File: config.mk
export PLATFORM = sky130hd
export DESIGN_NAME = wide_add_sequencer
export DESIGN_NICKNAME = d
export VERILOG_FILES = /design/src/rtl/wide_add_sequencer_pkg.sv /design/src/rtl/wide_add_sequencer_cla.sv /design/src/rtl/wide_add_sequencer.sv
export SDC_FILE = /design/constraint.sdc
export NUM_CORES = 1
export LEC_CHECK = 0
export ABC_CLOCK_PERIOD_IN_PS = 7200
export BUFFER_PORTS_ARGS = -buffer_cell sky130_fd_sc_hd__buf_2
export CORE_ASPECT_RATIO = 1.1
export CORE_UTILIZATION = 52
export CTS_CLUSTER_SIZE = 28
export DETAILED_ROUTE_END_ITERATION = 12
export GPL_ROUTABILITY_DRIVEN = 0
export GPL_TIMING_DRIVEN = 0
export HOLD_SLACK_MARGIN = 0.1
export PLACE_DENSITY = 0.77
export SYNTH_ARGS = -nofsm -noshare
export SYNTH_HDL_FRONTEND = slang
export SYNTH_SLANG_ARGS = --single-unit
File: constraint.sdc
create_clock -name clk -period 7.2 [get_ports clk]
set_input_delay 0.36 -clock clk [delete_from_list [all_inputs] [get_ports clk]]
set_output_delay 0.36 -clock clk [all_outputs]
set_load 0.05 [all_outputs]
File: src/rtl/wide_add_sequencer_pkg.sv
// Shared definitions for the multi-precision adder: word width, FSM states and
// the word-index width helper.
package wide_add_sequencer_pkg;

  localparam int WORD_W = 32;

  typedef enum logic [1:0] {
    IDLE = 2'd0,
    RUN  = 2'd1,
    DONE = 2'd2
  } state_t;

  // A single-word build still needs a 1-bit index register.
  function automatic int idxWidth(input int nwords);
    return (nwords > 1) ? $clog2(nwords) : 1;
  endfunction

endpackage

File: src/rtl/wide_add_sequencer_cla.sv
// 32-bit carry-lookahead adder: 4-bit lookahead groups with group generate/propagate
// chained between groups; exposes whole-word propagate/generate as gp/gg.
module CLA_32bit (
  input  logic [31:0] a,
  input  logic [31:0] b,
  input  logic        cin,
  output logic [31:0] sum,
  output logic        cout,
  output logic        gp,
  output logic        gg
);

  logic [31:0] p;
  logic [31:0] g;
  logic [32:0] c;
  logic [7:0]  grpP;
  logic [7:0]  grpG;

  always_comb begin
    p    = a ^ b;
    g    = a & b;
    c    = '0;
    grpP = '0;
    grpG = '0;
    gg   = 1'b0;
    c[0] = cin;
    for (int k = 0; k < 8; k++) begin
      grpP[k] = &p[4*k +: 4];
      grpG[k] = g[4*k+3] | (p[4*k+3] & g[4*k+2]) | (p[4*k+3] & p[4*k+2] & g[4*k+1])
              | (p[4*k+3] & p[4*k+2] & p[4*k+1] & g[4*k]);
      c[4*k+1] = g[4*k] | (p[4*k] & c[4*k]);
      c[4*k+2] = g[4*k+1] | (p[4*k+1] & g[4*k]) | (p[4*k+1] & p[4*k] & c[4*k]);
      c[4*k+3] = g[4*k+2] | (p[4*k+2] & g[4*k+1]) | (p[4*k+2] & p[4*k+1] & g[4*k])
               | (p[4*k+2] & p[4*k+1] & p[4*k] & c[4*k]);
      c[4*k+4] = grpG[k] | (grpP[k] & c[4*k]);
    end
    // Fold group terms LSB-first so gg is the generate of the whole word.
    for (int k = 0; k < 8; k++) begin
      gg = grpG[k] | (grpP[k] & gg);
    end
    sum  = p ^ c[31:0];
    cout = c[32];
    gp   = &grpP;
  end

endmodule

File: src/rtl/wide_add_sequencer.sv
// Multi-precision adder front end: accepts a W-bit operand pair, feeds one 32-bit
// CLA a word per cycle (LSW first, carry chained) and returns sum, carry and overflow.
module wide_add_sequencer
  import wide_add_sequencer_pkg::*;
#(
  parameter  int NWORDS = 2,
  localparam int W      = WORD_W * NWORDS
) (
  input  logic         clk,
  input  logic         rst,
  input  logic         in_valid,
  output logic         in_ready,
  input  logic [W-1:0] in_a,
  input  logic [W-1:0] in_b,
  input  logic         in_cin,
  output logic         out_valid,
  input  logic         out_ready,
  output logic [W-1:0] out_sum,
  output logic         out_cout,
  output logic         out_ovf
);

  localparam int IDX_W = idxWidth(NWORDS);
  localparam logic [IDX_W-1:0] LAST_IDX = IDX_W'(NWORDS - 1);

  state_t              stateQ;
  logic [W-1:0]        aShQ, bShQ, aShD, bShD;
  logic [W-1:0]        resultQ, resultD;
  logic                carryQ;
  logic [IDX_W-1:0]    idxQ;
  logic                signAQ, signBQ;
  logic [WORD_W-1:0]   claSum;
  logic                claCout;
  logic                unusedClaGp, unusedClaGg;

  CLA_32bit uCla (
    .a    (aShQ[WORD_W-1:0]),
    .b    (bShQ[WORD_W-1:0]),
    .cin  (carryQ),
    .sum  (claSum),
    .cout (claCout),
    .gp   (unusedClaGp),
    .gg   (unusedClaGg)
  );

  assign aShD = aShQ >> WORD_W;
  assign bShD = bShQ >> WORD_W;

  // Each new word enters at the top so the LSW ends up at bit 0 after NWORDS cycles.
  generate
    if (NWORDS == 1) begin : gSingle
      assign resultD = claSum;
    end else begin : gMulti
      assign resultD = {claSum, resultQ[W-1:WORD_W]};
    end
  endgenerate

  assign out_sum = resultQ;

  always_ff @(posedge clk or posedge rst) begin
    if (rst) begin
      stateQ    <= IDLE;
      in_ready  <= 1'b1;
      out_valid <= 1'b0;
      out_cout  <= 1'b0;
      out_ovf   <= 1'b0;
      resultQ   <= '0;
      aShQ      <= '0;
      bShQ      <= '0;
      carryQ    <= 1'b0;
      idxQ      <= '0;
      signAQ    <= 1'b0;
      signBQ    <= 1'b0;
    end else begin
      case (stateQ)
        IDLE: begin
          if (in_valid) begin
            aShQ     <= in_a;
            bShQ     <= in_b;
            carryQ   <= in_cin;
            idxQ     <= '0;
            signAQ   <= in_a[W-1];
            signBQ   <= in_b[W-1];
            in_ready <= 1'b0;
            stateQ   <= RUN;
          end
        end
        RUN: begin
          resultQ <= resultD;
          carryQ  <= claCout;
          aShQ    <= aShD;
          bShQ    <= bShD;
          idxQ    <= idxQ + 1'b1;
          if (idxQ == LAST_IDX) begin
            out_cout  <= claCout;
            out_ovf   <= (signAQ == signBQ) && (claSum[WORD_W-1] != signAQ);
            out_valid <= 1'b1;
            stateQ    <= DONE;
          end
        end
        DONE: begin
          if (out_ready) begin
            out_valid <= 1'b0;
            in_ready  <= 1'b1;
            stateQ    <= IDLE;
          end
        end
        default: begin
          stateQ    <= IDLE;
          in_ready  <= 1'b1;
          out_valid <= 1'b0;
        end
      endcase
    end
  end

endmodule

======== Word-level counts from Yosys, hierarchy flattened ========
Cells that the tools add are included.
word-level totals
  bits in registers ....................... 202
  output and inout bits ................... 68
  word-level logic and storage cells ...... 259
  input port bits ......................... 133
operators by class
  reductions and logical operators ........ 17
  add/subtract/negate cells ............... 1
  equal/unequal tests ..................... 7
  bitwise gates (word level) .............. 205
  mux-type cells .......................... 17
operators by type and width
  operator                                                               number
  64-bit case mux with 2 select lines                                    2
  64-bit two-way mux                                                     2
  1-bit AND                                                              120
  1-bit OR                                                               80
  32-bit bitwise XOR                                                     2
  32-bit AND                                                             1
  4-bit AND reduction                                                    8
  3-bit AND reduction                                                    3
  2-bit two-way mux                                                      3
  2-bit != test, second input constant                                   3
  1-bit case mux with 3 select lines                                     2
  2-bit case mux with 3 select lines                                     1
  2-bit AND reduction                                                    3
  1-bit two-way mux                                                      5
  1-bit case mux with 2 select lines                                     2
  2-bit by 1-bit equality test with 1-bit output, second input constant  1
  2-bit equality test, second input constant                             1
  2-bit logical NOT                                                      1
  1-bit NOT                                                              2
  2-bit nonzero test                                                     1
  1-bit adder, second input constant                                     1
  1-bit equality test                                                    1
  1-bit logical AND                                                      1
  1-bit != test                                                          1

======== Longest topological paths before layout ========
Gate-level depths: netlist of run 1.
  word-level depth ........................ 23
  gate-level depth with buffers ........... 13

======== Modules after synthesis ========
Synthesis of run 1 repeated with hierarchy kept, for this count alone.
second synthesis, totals
  cell total of the unflattened synthesis .. 900
  area, all modules ....................... 9,559.2 um2
by module, submodules not included
  module              times used  cells an instance  area each (um2)
  wide_add_sequencer  1           728                8,109.0
  CLA_32bit           1           172                1,450.1

======== Worst setup path after synthesis of run 1 ========
No wires, ideal clock.
  path kind ............................... flip-flop to flip-flop
  from .................................... reg aShQ[7]
  to ...................................... reg resultQ[57] (netlist: out_sum[57])
  slack ................................... 4.119 ns
  arrival ................................. 2.947 ns
  path buffers ............................ 0
  clock period less this slack ............ 3.081 ns
  library setup time ...................... 0.134 ns
  cell stages (with the launch flop) ...... 14
  cells stage by stage .................... dfrtp_1 > ha_1 > and2_1 > a221oi_2 > o21a_2 > a21oi_1 > o31a_1 > o21ai_0 > a21boi_0 > o21a_1 > or2_2 > fa_1 > xnor2_1 > o21ai_0
on the way
  longest elaborated chain between the ends .. 17
  elaborated cells between the ends (all ways) .. 24
  those cells by class .................... 23 x bitwise; 1 x reduce/logical
RTL lines
  what                                          RTL line                                                    RTL
  from (decl)                                   wide_add_sequencer.sv:27                                    logic [W-1:0] aShQ, bShQ, aShD, bShD;
  from (signal assigned)                        wide_add_sequencer.sv:78                                    aShQ <= in_a;
  from (signal assigned)                        wide_add_sequencer.sv:91                                    aShQ <= aShD;
  32-bit bitwise XOR                            wide_add_sequencer_cla.sv:20                                p = a ^ b;
  1-bit AND (on tied branches)                  wide_add_sequencer_cla.sv:29, wide_add_sequencer_cla.sv:30
  1-bit OR, or another cell as far along        wide_add_sequencer_cla.sv:29                                grpG[k] = g[4*k+3] | (p[4*k+3] & g[4*k+2]) | (p[4*k+3] & p[4*k+2] & g[4*k+1])
  1-bit OR / 1-bit AND (equally long branches)  wide_add_sequencer_cla.sv:29, wide_add_sequencer_cla.sv:30
  1-bit OR                                      wide_add_sequencer_cla.sv:30                                | (p[4*k+3] & p[4*k+2] & p[4*k+1] & g[4*k]);
  1-bit OR (*)                                  wide_add_sequencer_cla.sv:35                                c[4*k+4] = grpG[k] | (grpP[k] & c[4*k]);
  1-bit AND (*)                                 wide_add_sequencer_cla.sv:35
  1-bit OR (*)                                  wide_add_sequencer_cla.sv:35
  1-bit AND (*)                                 wide_add_sequencer_cla.sv:35
  1-bit OR (*)                                  wide_add_sequencer_cla.sv:35
  1-bit AND (*)                                 wide_add_sequencer_cla.sv:35
  1-bit OR (*)                                  wide_add_sequencer_cla.sv:35
  1-bit AND (*)                                 wide_add_sequencer_cla.sv:35
  1-bit OR (*)                                  wide_add_sequencer_cla.sv:35
  1-bit AND (*)                                 wide_add_sequencer_cla.sv:31                                c[4*k+1] = g[4*k] | (p[4*k] & c[4*k]);
  1-bit OR (*)                                  wide_add_sequencer_cla.sv:31
  32-bit bitwise XOR (*)                        wide_add_sequencer_cla.sv:41                                sum = p ^ c[31:0];
  to (signal assigned)                          wide_add_sequencer.sv:89                                    resultQ <= resultD;
  to (decl)                                     wide_add_sequencer.sv:28                                    logic [W-1:0] resultQ, resultD;
Mark *: on every way between the ends. The rest lies on a longest branch, timed or not.
A chain may end at the register's enable or synchronous reset.

======== Worst setup path after layout of run 1 ========
  from .................................... reg aShQ[1]
  to ...................................... reg resultQ[57] (netlist: out_sum[57])
on the way
  longest elaborated chain between the ends .. 18
  elaborated cells between the ends (all ways) .. 23
  those cells by class .................... 22 x bitwise; 1 x reduce/logical
RTL lines
  what                                                     RTL line
  32-bit AND / 32-bit bitwise XOR (equally long branches)  wide_add_sequencer_cla.sv:21, wide_add_sequencer_cla.sv:20
  1-bit AND (on tied branches)                             wide_add_sequencer_cla.sv:29, wide_add_sequencer_cla.sv:30
  1-bit OR / 1-bit AND (equally long branches)             wide_add_sequencer_cla.sv:29, wide_add_sequencer_cla.sv:30
  1-bit OR                                                 wide_add_sequencer_cla.sv:30
  1-bit OR (*)                                             wide_add_sequencer_cla.sv:35
  1-bit AND (*)                                            wide_add_sequencer_cla.sv:35
  1-bit OR (*)                                             wide_add_sequencer_cla.sv:35
  1-bit AND (*)                                            wide_add_sequencer_cla.sv:35
  [2 not listed]                                           --
  1-bit OR (*)                                             wide_add_sequencer_cla.sv:35
  1-bit AND (*)                                            wide_add_sequencer_cla.sv:35
  1-bit OR (*)                                             wide_add_sequencer_cla.sv:35
  1-bit AND (*)                                            wide_add_sequencer_cla.sv:35
  1-bit OR (*)                                             wide_add_sequencer_cla.sv:35
  1-bit AND (*)                                            wide_add_sequencer_cla.sv:31
  1-bit OR (*)                                             wide_add_sequencer_cla.sv:31
  32-bit bitwise XOR (*)                                   wide_add_sequencer_cla.sv:41
Marked as above.

==> results of run 1 <==
==> cells in the final DEF, fill, tap and decap left out, drive strengths merged, types with 6 or more instances in the layout <==
master       netlist  routed
nand2            218     218
buf                3     204
dfrtp            201     201
o21ai             96      96
clkbuf            49      79
a22o              64      64
mux2i             64      64
dlygate4sd3        0      49
ha                32      32
a21oi             17      17
nor2              14      14
xnor2             10      10
fa                 8       8
inv                8       8
a21o               7       7
xor2               7       7
o31ai              6       6
o21a               6       6
==> logic make-up after synthesis <==
kind of cell             share of synthesized area [%]
flip-flops                                        55.1
buffers and inverters                             2.45
AND/OR/NAND/NOR                                   11.4
AO/OA/AOI/OAI                                     16.1
XOR/XNOR                                          1.62
multiplexers                                      7.22
adder cells (fa/ha/maj)                           6.11
==> synth_stat cells, types with 2 or more instances <==
library cell  count  area share (%)
ha_1             32             4.4
mux2i_1          64             7.0
nand2_1         218             8.9
xnor2_1          10            0.95
o31ai_1           6            0.49
a21oi_2           2            0.19
nand4_1           2            0.14
xor2_1            7            0.67
buf_1             3            0.12
or2_2             2            0.14
o21bai_1          2            0.16
o211ai_1          2            0.16
clkbuf_1         49             2.0
nor2_1           14            0.57
nor2b_1           4            0.27
fa_1              8             1.7
a21oi_1          15            0.82
dfrtp_1         201              55
o21a_1            5            0.41
inv_1             8            0.33
o21ai_0          92             5.0
a22o_1           64             6.1
a21o_1            7            0.57
nor3_1            5            0.27
o22ai_1           2            0.14
nand3_1           3            0.16
o22a_1            3            0.29
o21ai_1           4            0.22
mux2_2            2            0.25
nand3b_1          2            0.16
nand2b_1          5            0.34
a211oi_1          2            0.16
==> cell type report <==
class / instances / area (sq um)
clock buffers: 30 / 629
clock inverters: 5 / 50.0
repair buffers: 250 / 1520
flip-flops and latches: 202 / 5060
well taps: 234 / 293
multi-input cells: 602 / 3900
plain buffers: 52 / 195
diodes: 3 / 7.51
fillers: 1393 / 5450
inverters: 8 / 37.5
==> metal layers <==
layer	part of all wire, %	track usage [%]	vias up	routed length, microns
met5	0	0	-	0
met4	2.2	9.23	0	527
met3	5.2	4.03	43	1260
met2	49	44.7	233	11800
met1	44	36.3	3667	10500
li1	-	-	3568	-
==> report_power, final <==
group          switching, mW  total, mW  internal [mW]  leakage (nW)
clock network          0.421       1.06          0.639         0.341
registers              0.354       2.02           1.67          2.56
logic                   2.19       3.29           1.11          3.04
==> per-stage QoR <==
step           hold WS [ns]  std cells  util, %
3_3_place_gp          0.452       1298     61.1
5_1_grt               0.107       1386     68.2
3_5_place_dp          0.457       1299     61.3
4_1_cts               0.100       1383     68.1
6_report              0.104       1386     68.2
2_1_floorplan         0.454        864        -
==> flip-flops by register name, summed over array words and instances (netlist names) <==
register and count:
aShQ 64, bShQ 64, carryQ 1, idxQ 1
in_ready 1, out_cout 1, out_ovf 1, out_sum 64
out_valid 1, signAQ 1, signBQ 1, stateQ 2
==> worst max-delay path by stage <==
stage | from | end | slack (ns) | depth (start not counted)
finish | aShQ[1] | out_sum[57] | 3.72 | 13
detailed placement | aShQ[1] | out_sum[57] | 3.76 | 13
CTS | aShQ[1] | out_sum[57] | 3.75 | 13
global placement | rst | bShQ[19] | -0.77 | 2
floorplan | rst | aShQ[0] | 1.33 | 1
global route | aShQ[1] | out_sum[57] | 3.49 | 13
==> what timing repair did <==
| item | in CTS | in global routing |
|---|---|---|
| hold buffers | 49 | 0 |
| hold endpoints to repair | 132 | 0 |
| endpoints found under the setup margin | 0 | 0 |
==> flow_summary.ini, run 1 <==
[setup_path]
rr_endpoint = out_sum[57]
startpoint_type = flop
slowest_delay_ns = 0.38
critical_path_class = flop to flop
crit_arrival_ns = 3.83
critPathBufInv = 0
cp.required_ns = 7.55
cp_common_cell = o21ai_0
cp-end-kind = flop
crit_chain = ha_1 > o21ai_0 > o21a_1 > o21a_2 > a21oi_1 > o31a_1 > o21ai_0 > a21boi_0 > o21a_1 > or2_2 > fa_1 > xnor2_1 > o21ai_0
reg2reg_from = aShQ[1]
crit_fanout = 3
worstRegToRegCells = 13
r2r_slack_ns = 3.72
crit_family = compound AO/OA/AOI/OAI gates
crit_slowest_cell = dfrtp_1

[global_route]
grt_first_pass_wirelength_microns = 38100
grt-ovfl-total = 0
grt_usage_pct = 27.0
antenna_found_initial = 3
grt_max_degree = 119
grt_pass1_vias = 7436

[timing]
period_needed_ns = 3.48
worst-slew-pin-transition_ns = 0.844
rsz0062_at_grt = false
fmax_mhz = 288
finalClockSkew_ns = 0.0199
final_hold_viol_count = 0
drv_slew = 0
final.setup.worst_slack_ns = 3.72
timing.final.crit_share_pct = 48.3
fin_tns_setup_ns = 0
slew_headroom_pct = 43.7
setup_violations = 0

[final_layout]
final_layout_size_suffix_gt1_share_pct = 21.6
layout.nets = 1310
final_area_sq_um = 11700
layout-area-overhead-vs-synth_pct = 27.3

[cts]
clock_latency_ns = 0.49
cts_sinks = 202
cts_buffer_depth = 3
cts-root-buf = clkbuf_16
clk_pin_slew_ns = 0.06
cts_max_level = 1
post_cts_buffers = 0
cts-resized-gates = 0
numCtsBuffers = 21
cts_tree = yes

[placed_design]
place_ws_ns = 3.76
io_buffers = 200
placedInstanceArea_sq_um = 10500
dpl.hpwl_microns = 17200

[synthesis]
netlist_area_sq_um = 9180
ys_types = 51
ys.flop_type = dfrtp_1
ys_ff_latch = 202
synthArstFlopShare_pct = 100
synth_edf_count = 0
yosys_warnings = 0
synth_cells = 864
synthesis.nets = 1037
ys_seq_area_share_pct = 55.1
avgSynthCellArea_sq_um = 10.6

[flow_run]
drv_cap = 0

[routing]
drtIter0Drc = 405
wl_microns = 24100
drc = 0
routedWlPerCell_microns = 17.4
viasPerCell = 5.42
ant_nets = 0
dr.pass1.iters = 5
route.vias.total = 7511

[floorplanning]
die-area_sq_um = 18200
io_pins = 201
fp.dieW_microns = 129
fp.dieH_microns = 141
start_util_pct = 53.6
placementRows = 50
core_area_sq_um = 17100

[power_and_ir_drop]
p_leak_nw = 5.94
p_total_mw = 6.38
vdd_drop_max_v = 0.000238
power_density_nw_per_um2 = 546

[hold_path]
hold_path.startpoint = in_b[46]
min_to = bShQ[46]
hold_depth = 2
hp-class = input port to flop

[outcome]
status = completed
Note: power is estimated with default switching activity, not from simulation.
==> inputs of run 2 (changes only) <==
--- a/config.mk
+++ b/config.mk
@@ -5,16 +5,16 @@
 export SDC_FILE = /design/constraint.sdc
 export NUM_CORES = 1
 export LEC_CHECK = 0
-export ABC_CLOCK_PERIOD_IN_PS = 7200
+export ABC_CLOCK_PERIOD_IN_PS = 3050
 export BUFFER_PORTS_ARGS = -buffer_cell sky130_fd_sc_hd__buf_2
 export CORE_ASPECT_RATIO = 1.1
-export CORE_UTILIZATION = 52
+export CORE_UTILIZATION = 49
 export CTS_CLUSTER_SIZE = 28
 export DETAILED_ROUTE_END_ITERATION = 12
 export GPL_ROUTABILITY_DRIVEN = 0
 export GPL_TIMING_DRIVEN = 0
 export HOLD_SLACK_MARGIN = 0.1
-export PLACE_DENSITY = 0.77
+export PLACE_DENSITY = 0.76
 export SYNTH_ARGS = -nofsm -noshare
 export SYNTH_HDL_FRONTEND = slang
 export SYNTH_SLANG_ARGS = --single-unit
==> constraint.sdc (replaced) <==
create_clock -name clk -period 3.05 [get_ports clk]
set_input_delay 0.1525 -clock clk [delete_from_list [all_inputs] [get_ports clk]]
set_output_delay 0.1525 -clock clk [all_outputs]
set_load 0.05 [all_outputs]
==> run 2 against run 1 <==
- the flow now finishes with violations (negative setup slack)
- sequential share of layout area shrank 4.3 points
- clock power increased to 2.5 times the previous value
- non-clock buffer count grew 109
- worst setup slack got worse by 3.8 ns
- routed wire length grew 20%
- die area increased by 6.0%
- first-iteration DRC count grew 44%
- total power grew to 2.5 times the previous value
- sequential cell count unchanged
- critical endpoint unchanged
- largest cell class unchanged
==> flow_summary.ini, run 2 (synthesized netlist as in run 1, its figures left out) <==
[outcome]
status = complete, but fails checks
violations = negative setup slack

[cts]
cts-root-buf = clkbuf_16
numCtsBuffers = 21
cts_sinks = 202
cts_tree = yes
cts_max_level = 1
clock_latency_ns = 0.50
clk_pin_slew_ns = 0.07
cts_buffer_depth = 3

[setup_path]
crit_start = bShQ[0]
crit_arrival_ns = 3.49
crit_family = compound AO/OA/AOI/OAI gates
critical_path_class = flop to flop
crit_fanout = 3
critPathBufInv = 0
cp_common_cell = o21a_1
startpoint_type = flop
reg2reg_from = bShQ[0]
cp.required_ns = 3.41
cp-end-kind = flop
slowest_delay_ns = 0.40
crit_chain = ha_1 > a211oi_2 > o21a_1 > o21a_2 > a21oi_4 > o31a_1 > o21ai_2 > a21boi_2 > o21a_1 > or2_4 > fa_2 > xnor2_2 > o21ai_1
crit_slowest_cell = dfrtp_1

[floorplanning]
placementRows = 52
die-area_sq_um = 19300
fp.dieW_microns = 133
start_util_pct = 50.0
fp.dieH_microns = 146
core_area_sq_um = 18300
io_pins = 201

[global_route]
grt-ovfl-total = 0
antenna_found_initial = 0
grt_max_degree = 45
use_met2_pct = 50.6
grt_first_pass_wirelength_microns = 44800
grtUsageMet1_pct = 38.8
grt-busiest-layer = met2
grt_pass1_vias = 8480
grt_usage_pct = 29.8
use_met3_pct = 3.90

[power_and_ir_drop]
power_density_nw_per_um2 = 1240
vdd_drop_max_v = 0.000643
p_leak_nw = 6.47

[timing]
final.setup.worst_slack_ns = -0.0771
rsz0062_at_grt = true
period_needed_ns = 3.13
slew_headroom_pct = 39.9
timing.final.crit_share_pct = 103
drv_slew = 0
final_hold_viol_count = 0
fmax_mhz = 320
worst-slew-pin-transition_ns = 0.902
setup_violations = 3
finalClockSkew_ns = 0.0106

[final_layout]
layout-area-overhead-vs-synth_pct = 41.5
multi_input_area_sq_um = 4100
regArea_sq_um = 5060
layout.nets = 1419
layout_common_cells = nand2_1 (218), dfrtp_1 (200), buf_2 (200), dlygate4sd3_1 (130), o21ai_0 (86)
diodes = 0
layout_commonest_cell = nand2_1
fillers = 1311
final_area_sq_um = 13000
final_layout_size_suffix_gt1_share_pct = 24.2

[routing]
drc = 0
ant_nets = 0
viasPerCell = 5.53
dr.pass1.iters = 5
route.vias.total = 8296
wl_microns = 28800
drtIter0Drc = 583
routedWlPerCell_microns = 19.2

[placed_design]
io_buffers = 200
placedInstanceArea_sq_um = 10600
dpl.hpwl_microns = 18000
place_ws_ns = -0.375

[hold_path]
hold_path.startpoint = in_valid
hp-class = input port to flop

[flow_run]
drv_cap = 0
## run 2: through the flow
step / utilization [%] / setup TNS [ns] / power (mW) / hold slack (ns) / instances
3_5_place_dp: 57.7 / -0.610 / 12.4 / 0.284 / 1312
3_3_place_gp: 57.2 / -181.60 / 12.2 / 0.369 / 1307
5_1_grt: 70.8 / -0.420 / 17.0 / 0.130 / 1501
4_1_cts: 69.7 / 0 / 15.5 / 0.117 / 1491
6_report: 70.8 / -0.143 / 16.1 / 0.142 / 1501
2_1_floorplan: - / 0 / 10.2 / 0.285 / 864
## run 2: worst paths after layout
| path | slack [ns] | endpoint | depth (start not counted) |
|---|---|---|---|
| max reg2reg | -0.08 | out_sum[57] | 13 |
| max in group asynchronous | 1.60 | bShQ[52] | 6 |
| max | -0.08 | out_sum[57] | 13 |
| min reg2reg | 0.47 | out_sum[0] | 2 |
| min in group asynchronous | 0.31 | out_sum[7] | 3 |
| min | 0.14 | stateQ[0] | 3 |
## run 2: per-layer routing
metal  routed length [microns]  up-vias
met1                     11800     4061
met2                     14300      361
li1                          -     3793
met3                      1760       81
met5                         0        -
met4                       947        0
## run 2: report_power, final
part / switching (mW) / total (mW) / leakage [nW] / internal (mW)
Sequential: 0.910 / 4.85 / 2.56 / 3.94
Combinational: 5.50 / 8.60 / 3.55 / 3.10
Clock: 1.03 / 2.65 / 0.355 / 1.62
Total: 7.44 / 16.1 / 6.47 / 8.66
## run 2: worst register-to-register path, delay by kind of cell, from the launching register on
kind | cells | cell delay, ns
fa+ha+maj | 2 | 0.69
flops | 1 | 0.40
compound gates | 9 | 1.45
simple gates | 1 | 0.23
xor+xnor | 1 | 0.20
## run 2: what timing repair did
action	4_1_cts	5_1_grt
hold buffers	130	0
resized for setup	14	28
pin swaps	8	15
setup endpoints to repair	2	17
hold endpoints to repair	157	0
buffers inserted	14	11
## run 2: layout make-up
class	instances	area share (%)
clock inverters	4	0.539
repair buffers	359	19.9
flip-flops and latches	202	38.9
multi-input cells	602	31.6
plain buffers	52	1.52
well taps	243	2.34
clock buffers	31	4.95
inverters	8	0.260
